[src/rtl/wb_uart_rx_if.sv]
// rtl/wb_uart_rx_if.sv - Wishbone classic bus bundle between the J1 master and wb_uart_rx
// Signals:
//   wb_cyc_i, wb_stb_i, wb_we_i   master -> slave cycle, strobe, write enable
//   wb_adr_i                      master -> slave register select (0 DATA, 1 STATUS)
//   wb_dat_i[15:0]                master -> slave write data
//   wb_dat_o[15:0], wb_ack_o      slave -> master read data and acknowledge
interface wb_uart_rx_if;
  logic        wb_cyc_i;
  logic        wb_stb_i;
  logic        wb_we_i;
  logic        wb_adr_i;
  logic [15:0] wb_dat_i;
  logic [15:0] wb_dat_o;
  logic        wb_ack_o;

  modport master (
    output wb_cyc_i, wb_stb_i, wb_we_i, wb_adr_i, wb_dat_i,
    input  wb_dat_o, wb_ack_o
  );

  modport slave (
    input  wb_cyc_i, wb_stb_i, wb_we_i, wb_adr_i, wb_dat_i,
    output wb_dat_o, wb_ack_o
  );
endinterface

[src/rtl/wb_uart_rx.sv]
// rtl/wb_uart_rx.sv - Wishbone classic UART receiver with a small byte FIFO
// Ports:
//   clk      system clock, rising edge
//   reset_n  asynchronous active-low reset
//   wb       wb_uart_rx_if.slave: DATA (adr 0, read pops) and STATUS (adr 1, W1C bits 4:2)
//   rxd      asynchronous serial input, idle high
//   irq      high while the FIFO holds data or an error flag is set
// Configuration macro: UART_RX_PARITY_EN selects 8E1 frames with a PARITY state;
// without it frames are 8N1 and STATUS bit4 reads 0.
module wb_uart_rx #(
  parameter int waitcycles = 0,
  parameter int BAUD_DIV   = 434,
  parameter int DEPTH      = 4
) (
  input  logic        clk,
  input  logic        reset_n,
  wb_uart_rx_if.slave wb,
  input  logic        rxd,
  output logic        irq
);
  localparam int CW = $clog2(BAUD_DIV);
  localparam int AW = (DEPTH > 1) ? $clog2(DEPTH) : 1;
  localparam int WW = (waitcycles > 0) ? $clog2(waitcycles + 1) : 1;
  localparam logic [CW-1:0] CNT_FULL = CW'(BAUD_DIV - 1);
  localparam logic [CW-1:0] CNT_HALF = CW'(BAUD_DIV / 2 - 1);

`ifdef UART_RX_PARITY_EN
  typedef enum logic [2:0] {S_IDLE, S_START, S_DATA, S_PARITY, S_STOP} state_t;
`else
  typedef enum logic [2:0] {S_IDLE, S_START, S_DATA, S_STOP} state_t;
`endif

  // Synchroniser plus one extra stage so a falling edge can be detected
  logic sync1_q, sync2_q, prev_q;
  always_ff @(posedge clk or negedge reset_n) begin
    if (!reset_n) begin
      sync1_q <= 1'b1;
      sync2_q <= 1'b1;
      prev_q  <= 1'b1;
    end else begin
      sync1_q <= rxd;
      sync2_q <= sync1_q;
      prev_q  <= sync2_q;
    end
  end

  state_t        state_q, state_d;
  logic [CW-1:0] cnt_q, cnt_d;
  logic [2:0]    bitn_q, bitn_d;
  logic [7:0]    shift_q, shift_d;
  logic          par_err_q, par_err_d;
  logic          push, ferr_set, perr_set;

  always_ff @(posedge clk or negedge reset_n) begin
    if (!reset_n) begin
      state_q   <= S_IDLE;
      cnt_q     <= '0;
      bitn_q    <= '0;
      shift_q   <= '0;
      par_err_q <= 1'b0;
    end else begin
      state_q   <= state_d;
      cnt_q     <= cnt_d;
      bitn_q    <= bitn_d;
      shift_q   <= shift_d;
      par_err_q <= par_err_d;
    end
  end

  // The counter counts down; a state acts only on the edge where it reads zero.
  always_comb begin
    state_d   = state_q;
    cnt_d     = cnt_q;
    bitn_d    = bitn_q;
    shift_d   = shift_q;
    par_err_d = par_err_q;
    push      = 1'b0;
    ferr_set  = 1'b0;
    perr_set  = 1'b0;
    if (state_q == S_IDLE) begin
      if (prev_q && !sync2_q) begin
        state_d = S_START;
        cnt_d   = CNT_HALF;
      end
    end else if (cnt_q != '0) begin
      cnt_d = cnt_q - 1'b1;
    end else begin
      cnt_d = CNT_FULL;
      case (state_q)
        S_START: begin
          if (sync2_q) begin
            state_d = S_IDLE;
          end else begin
            state_d   = S_DATA;
            bitn_d    = 3'd0;
            par_err_d = 1'b0;
          end
        end
        S_DATA: begin
          shift_d = {sync2_q, shift_q[7:1]};
          bitn_d  = bitn_q + 3'd1;
          if (bitn_q == 3'd7) begin
`ifdef UART_RX_PARITY_EN
            state_d = S_PARITY;
`else
            state_d = S_STOP;
`endif
          end
        end
`ifdef UART_RX_PARITY_EN
        S_PARITY: begin
          // Even parity: data plus parity bit must hold an even number of ones
          par_err_d = ^{shift_q, sync2_q};
          perr_set  = ^{shift_q, sync2_q};
          state_d   = S_STOP;
        end
`endif
        S_STOP: begin
          state_d = S_IDLE;
          if (!sync2_q)        ferr_set = 1'b1;
          else if (!par_err_q) push     = 1'b1;
        end
        default: state_d = S_IDLE;
      endcase
    end
  end

  // FIFO
  logic [7:0]    mem_q [DEPTH];
  logic [AW-1:0] wr_ptr_q, rd_ptr_q;
  logic [2:0]    count_q;
  logic          empty, full, pop, do_push, ovr_set;
  logic          ovr_q, ferr_q, perr_q;
  logic          ack_q, pop_pend_q, irq_q;
  logic [2:0]    clr_pend_q, clr;
  logic [15:0]   dat_q, status;
  logic [WW-1:0] wait_q;
  logic          req, unused_dat;

  function automatic logic [AW-1:0] ptr_inc(input logic [AW-1:0] p);
    return (p == AW'(DEPTH - 1)) ? '0 : p + 1'b1;
  endfunction

  assign empty   = (count_q == 3'd0);
  assign full    = (count_q == 3'(DEPTH));
  // Pop and W1C are held from the ack-raising edge and applied at the edge ending ack
  assign pop     = ack_q & pop_pend_q;
  assign clr     = ack_q ? clr_pend_q : 3'b000;
  // A simultaneous pop frees a slot, so a push into a full FIFO is kept then
  assign do_push = push & (~full | pop);
  assign ovr_set = push & full & ~pop;

  always_ff @(posedge clk) begin
    if (do_push) mem_q[wr_ptr_q] <= shift_q;
  end

  always_ff @(posedge clk or negedge reset_n) begin
    if (!reset_n) begin
      wr_ptr_q <= '0;
      rd_ptr_q <= '0;
      count_q  <= '0;
      ovr_q    <= 1'b0;
      ferr_q   <= 1'b0;
      perr_q   <= 1'b0;
      irq_q    <= 1'b0;
    end else begin
      if (do_push) wr_ptr_q <= ptr_inc(wr_ptr_q);
      if (pop)     rd_ptr_q <= ptr_inc(rd_ptr_q);
      count_q <= count_q + 3'(do_push) - 3'(pop);
      ovr_q   <= (ovr_q  & ~clr[0]) | ovr_set;
      ferr_q  <= (ferr_q & ~clr[1]) | ferr_set;
      perr_q  <= (perr_q & ~clr[2]) | perr_set;
      irq_q   <= ~empty | ovr_q | ferr_q | perr_q;
    end
  end

  // Bus side
  assign status     = {5'b0, count_q, 3'b0, perr_q, ferr_q, ovr_q, full, ~empty};
  assign req        = wb.wb_cyc_i & wb.wb_stb_i & ~ack_q;
  assign unused_dat = ^{wb.wb_dat_i[15:5], wb.wb_dat_i[1:0]};

  always_ff @(posedge clk or negedge reset_n) begin
    if (!reset_n) begin
      ack_q      <= 1'b0;
      dat_q      <= '0;
      wait_q     <= '0;
      pop_pend_q <= 1'b0;
      clr_pend_q <= '0;
    end else begin
      ack_q <= 1'b0;
      if (req) begin
        if (wait_q == WW'(waitcycles)) begin
          ack_q      <= 1'b1;
          wait_q     <= '0;
          pop_pend_q <= ~wb.wb_we_i & ~wb.wb_adr_i & ~empty;
          clr_pend_q <= (wb.wb_we_i & wb.wb_adr_i) ? wb.wb_dat_i[4:2] : 3'b000;
          if (wb.wb_we_i)      dat_q <= '0;
          else if (wb.wb_adr_i) dat_q <= status;
          else if (empty)      dat_q <= '0;
          else                 dat_q <= {8'h00, mem_q[rd_ptr_q]};
        end else begin
          wait_q <= wait_q + 1'b1;
        end
      end else if (!(wb.wb_cyc_i && wb.wb_stb_i)) begin
        wait_q <= '0;
      end
    end
  end

  assign wb.wb_ack_o = ack_q;
  assign wb.wb_dat_o = dat_q;
  assign irq         = irq_q;
endmodule
[src/flat_wrapper.sv]
// flat-port wrapper written by rule: the top's interface ports become plain ports
module wb_uart_rx_flat 
#(
  parameter int waitcycles = 0,
  parameter int BAUD_DIV   = 434,
  parameter int DEPTH      = 4
)
  (clk, reset_n, rxd, irq, wb_wb_cyc_i, wb_wb_stb_i, wb_wb_we_i, wb_wb_adr_i, wb_wb_dat_i, wb_wb_dat_o, wb_wb_ack_o);
  wb_uart_rx_if wb_i ();
  input  logic clk;
  input  logic reset_n;
  input  logic rxd;
  output logic irq;
  input wire logic [$bits(wb_i.wb_cyc_i)-1:0] wb_wb_cyc_i;
  input wire logic [$bits(wb_i.wb_stb_i)-1:0] wb_wb_stb_i;
  input wire logic [$bits(wb_i.wb_we_i)-1:0] wb_wb_we_i;
  input wire logic [$bits(wb_i.wb_adr_i)-1:0] wb_wb_adr_i;
  input wire logic [$bits(wb_i.wb_dat_i)-1:0] wb_wb_dat_i;
  output wire logic [$bits(wb_i.wb_dat_o)-1:0] wb_wb_dat_o;
  output wire logic [$bits(wb_i.wb_ack_o)-1:0] wb_wb_ack_o;
  assign wb_i.wb_cyc_i = wb_wb_cyc_i;
  assign wb_i.wb_stb_i = wb_wb_stb_i;
  assign wb_i.wb_we_i = wb_wb_we_i;
  assign wb_i.wb_adr_i = wb_wb_adr_i;
  assign wb_i.wb_dat_i = wb_wb_dat_i;
  assign wb_wb_dat_o = wb_i.wb_dat_o;
  assign wb_wb_ack_o = wb_i.wb_ack_o;
  wb_uart_rx #(.waitcycles(waitcycles), .BAUD_DIV(BAUD_DIV), .DEPTH(DEPTH)) u_core (.clk(clk), .reset_n(reset_n), .wb(wb_i), .rxd(rxd), .irq(irq));
endmodule
[config.mk]
export PLATFORM = sky130hd
export DESIGN_NAME = wb_uart_rx_flat
export DESIGN_NICKNAME = d
export VERILOG_FILES = /design/src/rtl/wb_uart_rx_if.sv /design/src/rtl/wb_uart_rx.sv /design/src/flat_wrapper.sv
export SDC_FILE = /design/constraint.sdc
export NUM_CORES = 1
export LEC_CHECK = 0
export CORE_MARGIN = 2
export CORE_UTILIZATION = 45
export DETAILED_ROUTE_END_ITERATION = 10
export PLACE_DENSITY = 0.69
export SETUP_SLACK_MARGIN = 0.2
export SLEW_MARGIN = 20
export SYNTH_ARGS = -nofsm -noshare
export SYNTH_HDL_FRONTEND = slang
export SYNTH_SLANG_ARGS = --single-unit
[constraint.sdc]
create_clock -name clk -period 2.9 [get_ports clk]
set_clock_uncertainty 0.15 [all_clocks]
set_input_delay 0.58 -clock clk [delete_from_list [all_inputs] [get_ports clk]]
set_output_delay 0.58 -clock clk [all_outputs]
set_load 0.05 [all_outputs]
==> out/qor.txt <==
Warnings, synthesis = 0
clock-pin slew on the worst setup and hold paths = 0.08 ns
CP peak stage delay = 0.44 ns
Critical Path Start Type = register
CTS Sinks = 84
Seq cells post-synth = 84
post-synth cell types = 49
pwr/cell area = 784 mW/mm²
status = complete, no violations
diode count = 0
Setup crit end kind = register
initial antenna violation count = 0
Final HPWL DP = 4.16 mm
Int Pwr = 2.19 mW
CTS Buffer Depth = 2
Total Wirelength = 5.93 mm
GR Overflow Total = 0
fmax = 418 MHz
final hold slack = 0.208 ns
DP Area = 0.00396 mm²
Pre-antenna DRT Iters = 4
# port buffers = 22
Starting Density = 46.4%
Clock power frac = 25.0%
Area Growth Syn to Fin = 16.2%
top cell type's share of synthesized area = 34.2%
Final Max Slew Viols = 0
vias in the first global route = 2084
Antenna Nets Post-Route = 0
Peak VDD IR = 239 µV
RSZ-0062 raised after global routing = no
via count = 2115
Post-synth EDFFs = 32
IO Count = 41
Mapped Cells = 262
die height = 93.3 µm
core region area = 0.00773 mm²
WL per Instance = 14.6 µm
Post-Synth Simple-Gate Area = 8.69%
worst path cell trace = inv_1 -> ha_1 -> nor3b_2 -> nand3_2 -> nor3_4 -> buf_4 -> and2_1
main combinational cell family by area after synthesis = multiplexers
Num CTS Buffers = 9
post-synth top area cell = dfrtp_1
Clock Latency Late Sink = 0.35 ns
Area contributors post-synth = dfrtp_1 34%, edfxtp_1 27%, mux4_2 5.0%
worst-margin pin slew = 0.604 ns
Net Sw Frac = 32.9%
layout cells sized above 1 = 18.5%
Max Cap Viol = 0
Post-synth ARST share = 61.9%
Syn Area/Cell = 13.7 µm²
Core Rows = 32
Setup violations, final = 0
first-pass GRT wire length = 10.1 mm
combinational power share = 27.1%
Seq pwr share = 47.9%
nets@finish = 336
Root Buffer = clkbuf_8
Hold Violations, Final = 0
Synth Area in XOR/XNOR = 1.22%
DRC errors left = 0
crit-path max FO = 8
fin area = 0.00417 mm²
Period minus WS final = 2.39 ns
Worst path slowest cell = and2_1
CTS tree = built
largest net degree at the start of global routing = 25
Synth Area in Compound Gates = 8.41%
LEAKAGE = 1.79 nW
Synth Area in Adders = 5.44%
Net Sw Power = 1.08 mW
WP data arrival = 2.24 ns
GRT Total Usage = 15.4%
Final Wtd Congestion = 0.735
DIE WIDTH = 93.3 µm
multiplexer share of the synthesized area = 8.79%
Die ar. = 0.00870 mm²
fin crit share = 82.6%
HP Class = reg -> reg
H-tree Lvls = 3
Mapped Area = 0.00359 mm²
via density per instance = 5.22
headroom to the max-slew limit = 59.7%
final setup TNS = 0 ns
critical setup path kind = reg -> reg
Filler cells = 643
DRT iter0 DRCs = 89
register area share after synthesis = 63.2%
top_reg_cell synth = dfrtp_1
CP Data Required Time = 2.75 ns
-- worst max-delay path, delay by kind of cell, from the launching register on --
family | cells | cell delay (ns)
and+or+nand+nor | 4 | 1.03
DFF | 1 | 0.43
buffers and inverters | 2 | 0.24
adders and majority gates | 1 | 0.18
-- power by group through the flow --
stage               clock [mW]  combinational [mW]  sequential, mW
CTS                      0.839               0.894            1.57
finish                   0.818               0.886            1.56
floorplan                    0               0.570            1.66
global placement             0               0.875            1.59
global route             0.890               0.990            1.59
detailed placement           0               0.892            1.59
-- cell usage after synthesis (2+ instances only) --
master / count
o21ai_0: 17
dfstp_2: 3
nor3_1: 4
inv_1: 22
buf_4: 5
nand3_1: 4
clkbuf_1: 5
nand2_1: 21
a21oi_1: 4
ha_1: 14
buf_2: 2
edfxtp_1: 32
xnor2_1: 4
nor3b_1: 3
nor2_1: 8
a22o_1: 5
dfrtp_1: 49
and2_1: 4
o211ai_1: 2
and3_1: 3
mux2_2: 12
a22oi_1: 3
o22a_1: 2
mux4_2: 8
or4_1: 2
-- repair_timing --
item | in CTS | in global routing
buffers inserted | 0 | 0
setup endpoints to repair | 0 | 0
endpoints found under the hold margin | 12 | 0
resized for setup | 0 | 0
hold buffers | 1 | 0
-- final cells by class --
type | instances | area, µm² | share of cell area, %
Sequential cell | 84 | 2270 | 54.4
Multi-Input combinational cell | 148 | 1190 | 28.6
Timing Repair Buffer | 33 | 300 | 7.21
Tap cell | 102 | 128 | 3.06
Clock buffer | 9 | 124 | 2.97
Inverter | 22 | 82.6 | 1.98
Clock inverter | 7 | 75.1 | 1.80
-- flip-flops by register name, indices dropped and copies added, names as in the netlist, 3 cells and up --
signal and count:
u_core.wb.wb_dat_o 11, u_core.count_q 3, u_core.clr_pend_q 3, u_core.shift_q 8, u_core.mem_q 32, u_core.bitn_q 3
u_core.cnt_q 9
-- kinds of logic (layout without fill, tap and decap cells) --
family	after synthesis	after routing
fa+ha+maj	15	15
simple gates	58	58
mux	20	20
compound gates	45	45
buf+inv	34	71
xor+xnor	5	5
other cells	1	5
flops	84	84
-- per-stage QoR --
step           power [mW]  util [%]  cells  setup slack, ns
2_1_floorplan        2.23         -    266            0.362
3_3_place_gp         2.46      51.2    388            0.525
3_5_place_dp         2.48      51.2    388            0.521
4_1_cts              3.30      53.9    405            0.488
5_1_grt              3.47      53.9    405            0.305
6_report             3.27      53.9    405            0.505
-- layout by cell type (no fill, tap or decap), types with 3 or more instances in the layout --
cell              n
dfrtp_1          49
edfxtp_1         32
inv_1            22
nand2_1          21
clkdlybuf4s50_1  21
o21ai_0          17
ha_1             14
mux2_2           12
buf_4            10
clkbuf_8          9
nor2_1            8
mux4_2            8
a22o_1            5
conb_1            5
xnor2_1           4
and2_1            4
nand3_1           4
nor3_1            4
a21oi_1           4
and3_1            3
a22oi_1           3
clkinvlp_4        3
dfstp_2           3
-- metal layers --
layer | vias up | share of wire (%) | global-route usage [%]
met2 | 47 | 46 | 23.5
li1 | 1006 | - | -
met3 | 14 | 4.1 | 3.63
met4 | 0 | 2.8 | 8.70
met5 | - | 0 | 0
met1 | 1048 | 47 | 20.3
-- final timing paths --
check / start / to / slack [ns] / cells past startpoint
setup reg to reg: u_core.cnt_q[0] / u_core.mem_q[3][7] / 0.51 / 7
hold reg to reg: u_core.sync1_q / u_core.sync2_q / 0.21 / 0
hold / removal: u_core.sync1_q / u_core.sync2_q / 0.21 / 0
min in group asynchronous: reset_n / u_core.shift_q[4] / 0.51 / 2
max in group asynchronous: reset_n / u_core.prev_q / 1.40 / 3
setup / recovery: u_core.cnt_q[0] / u_core.mem_q[3][7] / 0.51 / 7
No activity file was read; power rests on OpenSTA's default activity.
